## src/rtl/seq_mul_pkg.sv

```systemverilog
// seq_mul_pkg: shared FSM encoding and sizing helpers for the seq_mul multiplier.
package seq_mul_pkg;
    typedef enum logic [1:0] {IDLE = 2'd0, RUN = 2'd1, DONE = 2'd2} state_t;
    localparam int DEF_WIDTH = 16;
    localparam logic PRODUCT_RST = 1'b0;
    function automatic int pw(input int width);
        return 2 * width;
    endfunction
    // Number of significant bits in v (0 for v == 0).
    function automatic int bit_len(input logic [63:0] v);
        int n;
        n = 0;
        for (int i = 0; i < 64; i++) if (v[i]) n = i + 1;
        return n;
    endfunction
endpackage

```

## src/rtl/seq_mul_ctrl.sv

```systemverilog
// seq_mul_ctrl: IDLE/RUN/DONE controller for the shift-and-add multiplier.
module seq_mul_ctrl
    import seq_mul_pkg::*;
(
    input  logic clk,
    input  logic rst_n,
    input  logic start,
    input  logic mplr_zero,
    output logic load,
    output logic step,
    output logic capture,
    output logic busy,
    output logic done
);
    state_t state;
    assign load    = (state != RUN) && start;
    assign step    = (state == RUN) && !mplr_zero;
    assign capture = (state == RUN) && mplr_zero;
    always_ff @(posedge clk or negedge rst_n)
        if (!rst_n) begin
            state <= IDLE;
            busy  <= 1'b0;
            done  <= 1'b0;
        end else begin
            state <= load ? RUN : capture ? DONE : (state == RUN) ? RUN : IDLE;
            busy  <= load || step;
            done  <= capture;
        end
endmodule

```

## src/rtl/seq_mul.sv

```systemverilog
// seq_mul: sequential shift-and-add multiplier with start/busy/done handshake.
// Define SEQ_MUL_SIGNED_EN for two's complement operands.
module seq_mul
    import seq_mul_pkg::*;
#(
    parameter int WIDTH = DEF_WIDTH
) (
    input  logic               clk,
    input  logic               rst_n,
    input  logic               start,
    input  logic [WIDTH-1:0]   a,
    input  logic [WIDTH-1:0]   b,
    output logic               busy,
    output logic               done,
    output logic [2*WIDTH-1:0] product
);
    localparam int PW = pw(WIDTH);
    localparam int CW = $clog2(WIDTH + 2);
    logic [PW-1:0] acc, mcand, result;
    logic [WIDTH-1:0] mplr, a_mag, b_mag;
    logic [CW-1:0] iter, k;
    logic load, step, capture;
    seq_mul_ctrl u_ctrl (
        .clk(clk),
        .rst_n(rst_n),
        .start(start),
        .mplr_zero(mplr == '0),
        .load(load),
        .step(step),
        .capture(capture),
        .busy(busy),
        .done(done)
    );
`ifdef SEQ_MUL_SIGNED_EN
    logic neg;
    // Most negative value negates to itself, which reads correctly as an unsigned magnitude.
    assign a_mag  = a[WIDTH-1] ? -a : a;
    assign b_mag  = b[WIDTH-1] ? -b : b;
    assign result = neg ? -acc : acc;
    always_ff @(posedge clk or negedge rst_n)
        if (!rst_n) neg <= 1'b0;
        else if (load) neg <= a[WIDTH-1] ^ b[WIDTH-1];
`else
    assign a_mag  = a;
    assign b_mag  = b;
    assign result = acc;
`endif
    always_ff @(posedge clk or negedge rst_n)
        if (!rst_n) begin
            acc     <= '0;
            mcand   <= '0;
            mplr    <= '0;
            iter    <= '0;
            k       <= '0;
            product <= {PW{PRODUCT_RST}};
        end else begin
            if (load) begin
                acc   <= '0;
                mcand <= {{WIDTH{1'b0}}, a_mag};
                mplr  <= b_mag;
                iter  <= '0;
                k     <= CW'(bit_len(64'(b_mag)));
            end else if (step) begin
                if (mplr[0]) acc <= acc + mcand;
                mcand <= mcand << 1;
                mplr  <= mplr >> 1;
                iter  <= iter + 1'b1;
            end
            if (capture) product <= result;
        end
    // Early termination must land exactly after the significant multiplier bits.
    assert property (@(posedge clk) disable iff (!rst_n) capture |-> iter == k);
endmodule

```

## config.mk

```make
export PLATFORM = sky130hd
export DESIGN_NAME = seq_mul
export DESIGN_NICKNAME = d
export VERILOG_FILES = /design/src/rtl/seq_mul_pkg.sv /design/src/rtl/seq_mul_ctrl.sv /design/src/rtl/seq_mul.sv
export SDC_FILE = /design/constraint.sdc
export NUM_CORES = 1
export LEC_CHECK = 0
export BUFFER_PORTS_ARGS = -buffer_cell sky130_fd_sc_hd__buf_2
export CORE_MARGIN = 1
export CORE_UTILIZATION = 59
export DETAILED_ROUTE_END_ITERATION = 12
export GPL_TIMING_DRIVEN = 1
export PLACE_DENSITY = 0.8
export SLEW_MARGIN = 20
export SYNTH_ARGS = -nofsm -noshare
export SYNTH_HDL_FRONTEND = slang
export SYNTH_HIERARCHICAL = 1
export SYNTH_SLANG_ARGS = --single-unit
```

## constraint.sdc

```tcl
create_clock -name clk -period 3.47 [get_ports clk]
set_input_delay 0.1735 -clock clk [delete_from_list [all_inputs] [get_ports clk]]
set_output_delay 0.1735 -clock clk [all_outputs]
set_load 0.02 [all_outputs]
```

==> results of run 1 <==
[registers in the layout, summed over array words and instances (netlist names)]
| signal | cells |
|---|---|
| acc | 32 |
| mcand | 32 |
| mplr | 16 |
| product | 32 |
| u_ctrl/done | 1 |
| u_ctrl/state | 2 |
[cell type report]
cell class | instances | area, µm² | share of cell area
Inverter | 16 | 60.06 | 0.007726
Timing Repair Buffer | 111 | 750.7 | 0.09657
Tap cell | 136 | 170.2 | 0.02189
Clock inverter | 6 | 30.03 | 0.003863
Clock buffer | 24 | 480.5 | 0.06181
Multi-Input combinational cell | 499 | 3405 | 0.4380
Sequential cell | 115 | 2878 | 0.3702
[critical path: cells and delay by family (launching register included)]
kind | cells | cell delay (ns)
compound gates | 6 | 1.31
simple gates | 2 | 0.52
flops | 1 | 0.41
fa+ha+maj | 2 | 0.39
buf+inv | 1 | 0.07
[worst paths after layout]
path,startpoint,to
max,mcand[0]$_DFFE_PN0P_,acc[24]$_DFFE_PN0P_
min,rst_n,product[11]$_DFFE_PN0P_
max reg2reg,mcand[0]$_DFFE_PN0P_,acc[24]$_DFFE_PN0P_
min reg2reg,product[2]$_DFFE_PN0P_,product[2]$_DFFE_PN0P_
max in group asynchronous,rst_n,acc[4]$_DFFE_PN0P_
min in group clk,b[2],mplr[2]$_DFFE_PN0P_
[power by group]
group          internal (mW)  switching, mW
clock                  0.935          0.580
sequential              1.90          0.423
combinational           1.55           2.24
[logic make-up (layout without fill, tap and decap cells)]
family,count (synthesis),after routing,share of synthesized area
compound gates,159,159,0.1558
xor+xnor,22,22,0.02966
fa+ha+maj,32,32,0.06279
buf+inv,57,157,0.03448
flops,115,115,0.4430
mux,80,80,0.1294
simple gates,206,206,0.1448
[layer usage]
layer / global-route usage / routed length, µm / up-vias / share of wire
li1: - / - / 2555 / -
met5: 0 / 0 / - / 0
met1: 0.3773 / 6609 / 2601 / 0.44
met3: 0.05046 / 769 / 27 / 0.051
met4: 0.1389 / 318 / 0 / 0.021
met2: 0.4553 / 7375 / 205 / 0.49
[placed cells by master (no fill, tap or decap), types with 4 or more instances in the layout]
| master | n |
|---|---|
| clkbuf_8 | 5 |
| a21o_1 | 8 |
| mux2_2 | 32 |
| buf_4 | 10 |
| o21ai_0 | 44 |
| o211ai_1 | 4 |
| dfrtp_1 | 115 |
| nor2b_1 | 11 |
| clkinv_2 | 6 |
| nand3_1 | 10 |
| clkbuf_16 | 16 |
| nor3_1 | 9 |
| xor2_1 | 5 |
| a21oi_1 | 57 |
| o21a_1 | 5 |
| xnor2_1 | 17 |
| a31oi_1 | 7 |
| mux2i_1 | 48 |
| inv_1 | 16 |
| dlygate4sd3_1 | 34 |
| nand2_1 | 107 |
| and3_1 | 5 |
| ha_1 | 31 |
| buf_2 | 67 |
| nand4_1 | 5 |
| and4_1 | 4 |
| nor4_1 | 5 |
| nor2_1 | 32 |
| a21oi_2 | 4 |
[metrics by stage]
step,total power [mW],instance area (µm²),utilization,worst slack (ns)
global route,8.133,7774,0.7397,0.4309
CTS,7.609,7774,0.7397,0.6255
floorplan,5.121,6496,-,1.013
global placement,5.860,6923,0.6588,0.7445
finish,7.627,7774,0.7397,0.6327
detailed placement,6.026,6923,0.6588,0.6494
==> metrics.md, run 1 <==
| Metric | Value |
|---|---|
| Final Max Tran Viols | 0 |
| Non-filler cells, final | 907 |
| Status | finished, final reports clean |
| Tcrit/Tclk final | 0.8177 |
| Die Y | 106.9 µm |
| Crit. End Element | register |
| Setup repair after global routing missed its margin | false |
| Worst Path Arrival | 3.25 ns |
| Die width | 106.9 µm |
| Worst Setup Path Type | reg2reg |
| CTS tree | yes |
| Achievable Freq | 0.3524 GHz |
| Hold_buf cts | 34 |
| Post-CTS setup buffers | 0 |
| Top post-synthesis cells by area | dfrtp_1 44%, mux2i_1 7.4%, nand2_1 6.2% |
| Post-synthesis area per instance | 9.681 µm² |
| All-layer global routing usage | 0.2854 |
| Drt via density | 5.940 |
| Reg clk slew, reported paths | 0.06 ns |
| Slew @ Worst Pin | 0.8113 ns |
| Initial Util | 0.6182 |
| Area share of the largest cell type after synthesis | 0.4430 |
| Io pins | 69 |
| Fill cells | 722 |
| Mapped Cells | 671 |
| R2R cell count | 11 |
| Worst EP required | 3.88 ns |
| Num Clock Sinks | 115 |
| DRC Markers | 0 |
| Peak fanout along the critical path | 4 |
| Resize count post-CTS | 0 |
| Cell Area, Synth | 6496 µm² |
| Yosys reg bits | 115 |
| Gpl congestion | 0.9371 |
| Syn-to-layout area delta | 19.66% |
| GR Overflow Total | 0 |
| I/O Buffers | 68 |
| Crit-path cells | ha_1 > inv_1 > fa_1 > nor2b_1 > o21a_1 > or4_4 > a211oi_2 > o31ai_2 > a21oi_2 > o21ai_1 > o311ai_2 |
| List of most frequent post-synthesis cells | 115 x dfrtp_1, 107 x nand2_1, 57 x a21oi_1 |
| EDFF count, synth | 0 |
| Hold/Removal Path Class | in2async |
| Hold slack | 0.2925 ns |
| CP max stage delay | 0.46 ns |
| Clock Path Buffers | 2 |
| Final wirelength | 15.07 mm |
| CTS Buf Count | 17 |
| Share of cells above drive strength 1 | 0.2036 |
| DP HPWL | 10.07 mm |
| R2r setup slk | 0.63 ns |
| DR pass1 iterations | 6 |
| Placed cell count | 843 |
| Ys flop type | dfrtp_1 |
| # setup viols final | 0 |
| CP max-delay cell | or4_4 |
| Vias in the first global route | 5,436 |
| CORE AREA | 10,510 µm² |
| Max_cap viols | 0 |
| Clk_skew | 0.01023 ns |
| Cell variety after synth | 55 |
| Antenna Nets Post-Route | 0 |
| Detailed Route Iter0 Violations | 332 |
| Max VDD drop | 0.4400 mV |
| Critical Path Source Type | register |
| Antenna violations before repair | 0 |
| Most frequent cell after synthesis | dfrtp_1 |
| Setup tns final | 0 ns |
| Slew HR | 0.4592 |
| Die area | 11,430 µm² |
| Antenna Cells | 0 |
| Fin. Hold Viols | 0 |
| Power Density | 981.1 nW/µm² |
| Vias | 5,388 |
| Async SR Flop Fraction | 1.000 |
| Worst skew pair latency | 0.53 ns |
| Synth Net Count | 738 |
| Register area share after synthesis | 0.4430 |
| Routed WL per cell | 16.62 µm |
| Clock H-tree levels | 4 |
| Yosys top cell by area | dfrtp_1 |
| CTS root buf | clkbuf_8 |
| Final Net Count | 827 |
| Row Count | 37 |
| Min Tclk post-route | 2.837 ns |
| Largest net degree at the start of global routing | 82 |
| Leakage power | 3.893 nW |
| Yosys Warn Count | 6 |
| First-pass GRT wire length | 25.36 mm |
Note: power is estimated with default switching activity, not from simulation.
==> run 2: changes to the inputs <==
==> constraint.sdc (replaced) <==
create_clock -name clk -period 2.65 [get_ports clk]
set_input_delay 0.1325 -clock clk [delete_from_list [all_inputs] [get_ports clk]]
set_output_delay 0.1325 -clock clk [all_outputs]
set_load 0.02 [all_outputs]
==> metrics.md, run 2 (synthesized netlist as in run 1, its figures left out) <==
| Metric | Value |
|---|---|
| Detailed Route Iter0 Violations | 316 (-4.8%) |
| Clk_skew | 0.009622 ns (-0.0006087 ns) |
| Critical Path Source Type | register |
| Num Clock Sinks | 115 (unchanged) |
| Pre-CTS setup slack | -0.09383 ns (-0.7433 ns) |
| Max VDD drop | 0.7797 mV (+77%) |
| First-pass GRT wire length | 26.30 mm (+3.7%) |
| Post-route cell area | 8202 µm² (+5.5%) |
| Status | finished with violations |
| Biggest regs | acc (32), mcand (32), product (32) |
| CTS tree | yes |
| Vias in the first global route | 5,539 (+1.9%) |
| Worst Path Arrival | 3.14 ns (-0.11 ns) |
| Slew HR | 0.5609 (+0.1017) |
| Fin. Hold Viols | 0 (unchanged) |
| Syn-to-layout area delta | 26.25% |
| Failing checks | negative setup slack |
| Routed WL per cell | 17.32 µm (+4.2%) |
| Final Net Count | 853 (+3.1%) |
| Min Tclk post-route | 2.690 ns (-0.1475 ns) |
| Clock H-tree levels | 4 (unchanged) |
| Worst skew pair latency | 0.54 ns (about the same) |
| Leakage power | 4.076 nW (+4.7%) |
| GR Overflow Total | 0 (unchanged) |
| Worst Setup Path Type | reg2reg |
| Die Y | 106.9 µm (unchanged) |
| Peak fanout along the critical path | 3 (-1) |
| Worst EP required | 3.10 ns (-0.78 ns) |
| Antenna Cells | 0 (unchanged) |
| Power Density | 1320 nW/µm² (+34%) |
| # setup viols final | 4 (+4) |
| Cell Area, Placed | 7086 µm² (+2.3%) |
| Clock Path Buffers | 2 (unchanged) |
| Vias | 5,559 (+3.2%) |
| CTS Buf Count | 17 (unchanged) |
| Initial Util | 0.6182 (unchanged) |
| DP HPWL | 10.31 mm (+2.4%) |
| Most frequent cells in the layout | 115 x dfrtp_1, 105 x nand2_1, 67 x buf_2 |
| Gpl congestion | 0.9638 (+2.8%) |
| Row Count | 37 (unchanged) |
| Final Max Tran Viols | 0 (unchanged) |
| Hold/Removal Path Class | in2async |
| Most common cell after layout, fill and taps aside | dfrtp_1 |
| Achievable Freq | 0.3718 GHz (+5.5%) |
| Setup WS post-layout | -0.03987 ns (-0.6725 ns) |
| All-layer global routing usage | 0.2967 (+0.01137) |
| Max_cap viols | 0 (unchanged) |
| Antenna Nets Post-Route | 0 (unchanged) |
| Crit. End Element | register |
| Antenna violations before repair | 0 (unchanged) |
| Share of cells above drive strength 1 | 0.2666 (+0.06295) |
| Drt via density | 5.945 (about the same) |
| Die area | 11,430 µm² (unchanged) |
| Final wirelength | 16.20 mm (+7.4%) |
| CORE AREA | 10,510 µm² (unchanged) |
| Die width | 106.9 µm (unchanged) |
| Io pins | 69 (unchanged) |
| CTS root buf | clkbuf_8 |
| Largest net degree at the start of global routing | 71 (-13%) |
| Setup repair after global routing missed its margin | true |
| Slew @ Worst Pin | 0.6587 ns (-0.1526 ns) |
| Reg clk slew, reported paths | 0.06 ns (about the same) |
| DRC Markers | 0 (unchanged) |
| I/O Buffers | 68 (unchanged) |
| DR pass1 iterations | 5 (-1) |
| Tcrit/Tclk final | 1.015 (+0.1974) |
## run 2: changes by cell type in the layout (fill, tap and decap cells not counted), moves of 3 or more
cell and delta:
nor2b_1 -3, bufinv_16 +3, ha_2 +3, buf_4 +25, a21oi_1 -9, ha_1 -5, a21oi_2 +8
## run 2: cell type report
type                    count  area, µm²
well taps                 136      170.2
clock inverters            11      132.6
multi-input cells         499       3543
clock buffers              21      459.2
inverters                  16      60.06
fillers                   634       2307
flip-flops and latches    115       2878
repair buffers            137      958.4
## run 2: power breakdown
part	switching, mW	total, mW	leakage, nW	internal, mW
registers	0.566	3.05	1.48	2.49
logic	3.16	5.48	2.30	2.32
clock network	0.798	2.29	0.297	1.49
total	4.52	10.8	4.08	6.30
## run 2: worst max-delay path: stages (launching register included)
cell and delay (ns):
dfrtp_1 0.40, ha_2 0.20, inv_2 0.05, fa_2 0.20, nor2b_2 0.05, o21a_1 0.18, or4_4 0.47, a211oi_2 0.23
o31ai_2 0.12, a21oi_2 0.22, buf_4 0.16, xnor2_2 0.10, nand2_1 0.07, a21oi_1 0.15
## run 2: path summary, 6_finish.rpt
kind,start,endpoint,slack [ns],cells after the start
max in group asynchronous,rst_n,mcand[26]$_DFFE_PN0P_,1.74,3
worst max register to register,acc[0]$_DFFE_PN0P_,acc[20]$_DFFE_PN0P_,-0.04,13
min in group clk,a[9],mcand[9]$_DFFE_PN0P_,0.35,4
worst min register to register,product[26]$_DFFE_PN0P_,product[26]$_DFFE_PN0P_,0.50,1
worst min-delay path,rst_n,acc[8]$_DFFE_PN0P_,0.17,2
worst max-delay path,acc[0]$_DFFE_PN0P_,acc[20]$_DFFE_PN0P_,-0.04,13
## run 2: metal layers
| metal | vias to the layer above | share of wire | global-route usage |
|---|---|---|---|
| met4 | 0 | 0.031 | 0.1438 |
| li1 | 2601 | - | - |
| met3 | 44 | 0.059 | 0.06383 |
| met5 | - | 0 | 0 |
| met2 | 237 | 0.49 | 0.4889 |
| met1 | 2677 | 0.42 | 0.3711 |
## run 2: through the flow
stage | std cells | TNS [ns] | utilization | total power [mW] | hold WS (ns)
2_1_floorplan | 671 | 0 | - | 6.706 | -0.1631
3_3_place_gp | 863 | 0 | 0.6742 | 7.924 | 0.1950
3_5_place_dp | 863 | -0.1212 | 0.6742 | 8.110 | 0.2082
4_1_cts | 932 | -0.01251 | 0.7702 | 10.59 | 0.1903
5_1_grt | 935 | -0.8719 | 0.7805 | 11.47 | 0.2232
6_report | 935 | -0.05640 | 0.7805 | 10.82 | 0.1694
## run 2: repair_timing
item,4_1_cts,5_1_grt
setup buffers,3,3
setup endpoints to repair,6,14
pin swaps,4,9
hold endpoints to repair,82,0
hold buffers,34,0
gates resized for setup,12,21
==> run 3: changes to the inputs <==
--- a/config.mk
+++ b/config.mk
@@ -11,6 +11,7 @@
 export DETAILED_ROUTE_END_ITERATION = 12
 export GPL_TIMING_DRIVEN = 1
 export PLACE_DENSITY = 0.8
+export REMOVE_ABC_BUFFERS = 1
 export SLEW_MARGIN = 20
 export SYNTH_ARGS = -nofsm -noshare
 export SYNTH_HDL_FRONTEND = slang
==> metrics.md, run 3 (synthesized netlist as in run 1, its figures left out) <==
| Metric | Value |
|---|---|
| Setup tns final | -0.4187 ns (-0.3623 ns) |
| GR Overflow Total | 0 (unchanged) |
| Clk_skew | 0.008402 ns (-0.001220 ns) |
| Antenna violations before repair | 0 (unchanged) |
| Routed WL per cell | 18.00 µm (+3.9%) |
| Setup repair after global routing missed its margin | true |
| # setup viols final | 8 (+4) |
| Die Y | 106.9 µm (unchanged) |
| Crit. End Element | register |
| Failing checks | negative setup slack |
| CTS tree | yes |
| Gpl congestion | 0.9514 (-1.3%) |
| Worst skew pair latency | 0.54 ns (about the same) |
| Min Tclk post-route | 2.744 ns (+0.05444 ns) |
| Hold/Removal Path Class | in2async |
| Fill cells | 641 (+1.1%) |
| Setup WS post-layout | -0.09431 ns (-0.05444 ns) |
| DRC Markers | 0 (unchanged) |
| Non-filler cells, final | 943 (+0.86%) |
| Vias in the first global route | 5,723 (+3.3%) |
| Row Count | 37 (unchanged) |
| CORE AREA | 10,510 µm² (unchanged) |
| Worst Path Arrival | 3.19 ns (+0.05 ns) |
| R2R cell count | 12 (-1) |
| Slew HR | 0.5921 (+0.03122) |
| All-layer global routing usage | 0.3085 (+0.01180) |
| Multi-input logic area | 3580 µm² (+1.0%) |
| Reg clk slew, reported paths | 0.06 ns (about the same) |
| Power Density | 1333 nW/µm² (+1.0%) |
| Biggest regs | acc (32), mcand (32), product (32) |
| Num Clock Sinks | 115 (unchanged) |
| DP HPWL | 10.24 mm (-0.65%) |
| Drt via density | 5.971 (+0.44%) |
| Worst EP required | 3.09 ns (about the same) |
| Share of cells above drive strength 1 | 0.2751 (+0.008510) |
| Final Net Count | 862 (+1.1%) |
| First-pass GRT wire length | 27.40 mm (+4.2%) |
| Slew @ Worst Pin | 0.6119 ns (-0.04682 ns) |
| Most common cell after layout, fill and taps aside | dfrtp_1 |
| Initial Util | 0.6182 (unchanged) |
| Achievable Freq | 0.3644 GHz (-2.0%) |
| Clock Path Buffers | 2 (unchanged) |
| Die width | 106.9 µm (unchanged) |
| Peak fanout along the critical path | 3 (unchanged) |
| Antenna Cells | 0 (unchanged) |
| Fin. Hold Viols | 0 (unchanged) |
| CTS root buf | clkbuf_8 |
| Worst Setup Path Type | reg2reg |
| Status | finished with violations |
| Die area | 11,430 µm² (unchanged) |
| CTS Buf Count | 17 (unchanged) |
| Io pins | 69 (unchanged) |
| Leakage power | 4.124 nW (+1.2%) |
| Final wirelength | 16.97 mm (+4.8%) |
| Max_cap viols | 0 (unchanged) |
| Placed cell count | 867 (+0.46%) |
| Vias | 5,631 (+1.3%) |
| Syn-to-layout area delta | 28.56% |
| DR pass1 iterations | 6 (+1) |
| Final Max Tran Viols | 0 (unchanged) |
| Register area | 2879 µm² (about the same) |
| Clock H-tree levels | 4 (unchanged) |
| I/O Buffers | 68 (unchanged) |
| Largest net degree at the start of global routing | 116 (+63%) |
| Antenna Nets Post-Route | 0 (unchanged) |
| Max VDD drop | 0.9970 mV (+28%) |
| Most frequent cells in the layout | 114 x dfrtp_1, 105 x nand2_1, 67 x buf_2 |
| Tcrit/Tclk final | 1.036 (+0.02054) |
| Critical Path Source Type | register |
| Detailed Route Iter0 Violations | 365 (+16%) |
-- run 3: timing repair --
| action | 4_1_cts | 5_1_grt |
|---|---|---|
| setup endpoints to repair | 7 | 12 |
| pin swaps | 1 | 23 |
| endpoints found under the hold margin | 148 | 0 |
| resized for setup | 4 | 34 |
| setup buffers | 3 | 8 |
| hold buffers | 34 | 0 |
-- run 3: metrics by stage --
step	instance area (µm²)	hold WS [ns]	total power, mW	util	worst slack (ns)
3_3_place_gp	7128	0.2680	7.995	0.6783	0.04785
5_1_grt	8352	0.2578	11.81	0.7947	-0.1779
4_1_cts	8139	0.2528	10.81	0.7745	-0.02193
3_5_place_dp	7128	0.2727	8.205	0.6783	-0.07198
2_1_floorplan	6332	-0.1631	6.321	-	-3.598
6_report	8352	0.2221	11.13	0.7947	-0.09431
-- run 3: critical path: stages (launching register included) --
cell,delay [ns]
dfrtp_1,0.40
ha_2,0.21
inv_2,0.05
fa_2,0.21
nor2b_2,0.06
o21a_1,0.18
or4_4,0.47
a211oi_2,0.27
o31ai_2,0.12
a21oi_2,0.25
o21ai_2,0.08
xnor2_1,0.13
o31ai_1,0.20
-- run 3: layer usage --
metal,GRT usage,part of all wire,vias up
met5,0,0,-
met2,0.5161,0.52,247
met1,0.3817,0.40,2717
met4,0.1321,0.026,0
met3,0.07295,0.054,48
li1,-,-,2619
-- run 3: path summary, 6_finish.rpt --
path | startpoint | slack [ns] | endpoint
max | acc[0]$_DFFE_PN0P_ | -0.09 | acc[28]$_DFFE_PN0P_
min | rst_n | 0.22 | product[14]$_DFFE_PN0P_
max reg2reg | acc[0]$_DFFE_PN0P_ | -0.09 | acc[28]$_DFFE_PN0P_
min reg2reg | product[13]$_DFFE_PN0P_ | 0.50 | product[13]$_DFFE_PN0P_
max in group asynchronous | rst_n | 1.94 | acc[1]$_DFFE_PN0P_
min in group clk | b[0] | 0.34 | mplr[0]$_DFFE_PN0P_
-- run 3: area by class of cell --
class                   instances  area share
clock buffers                  22     0.05663
clock inverters                 9     0.01813
inverters                      16    0.007191
multi-input cells             499      0.4286
flip-flops and latches        115      0.3447
well taps                     136     0.02037
repair buffers                146      0.1243
-- run 3: report_power, final --
group,total (mW),internal [mW],switching (mW)
Sequential,3.05,2.49,0.567
Clock,2.44,1.62,0.824
Combinational,5.63,2.40,3.23
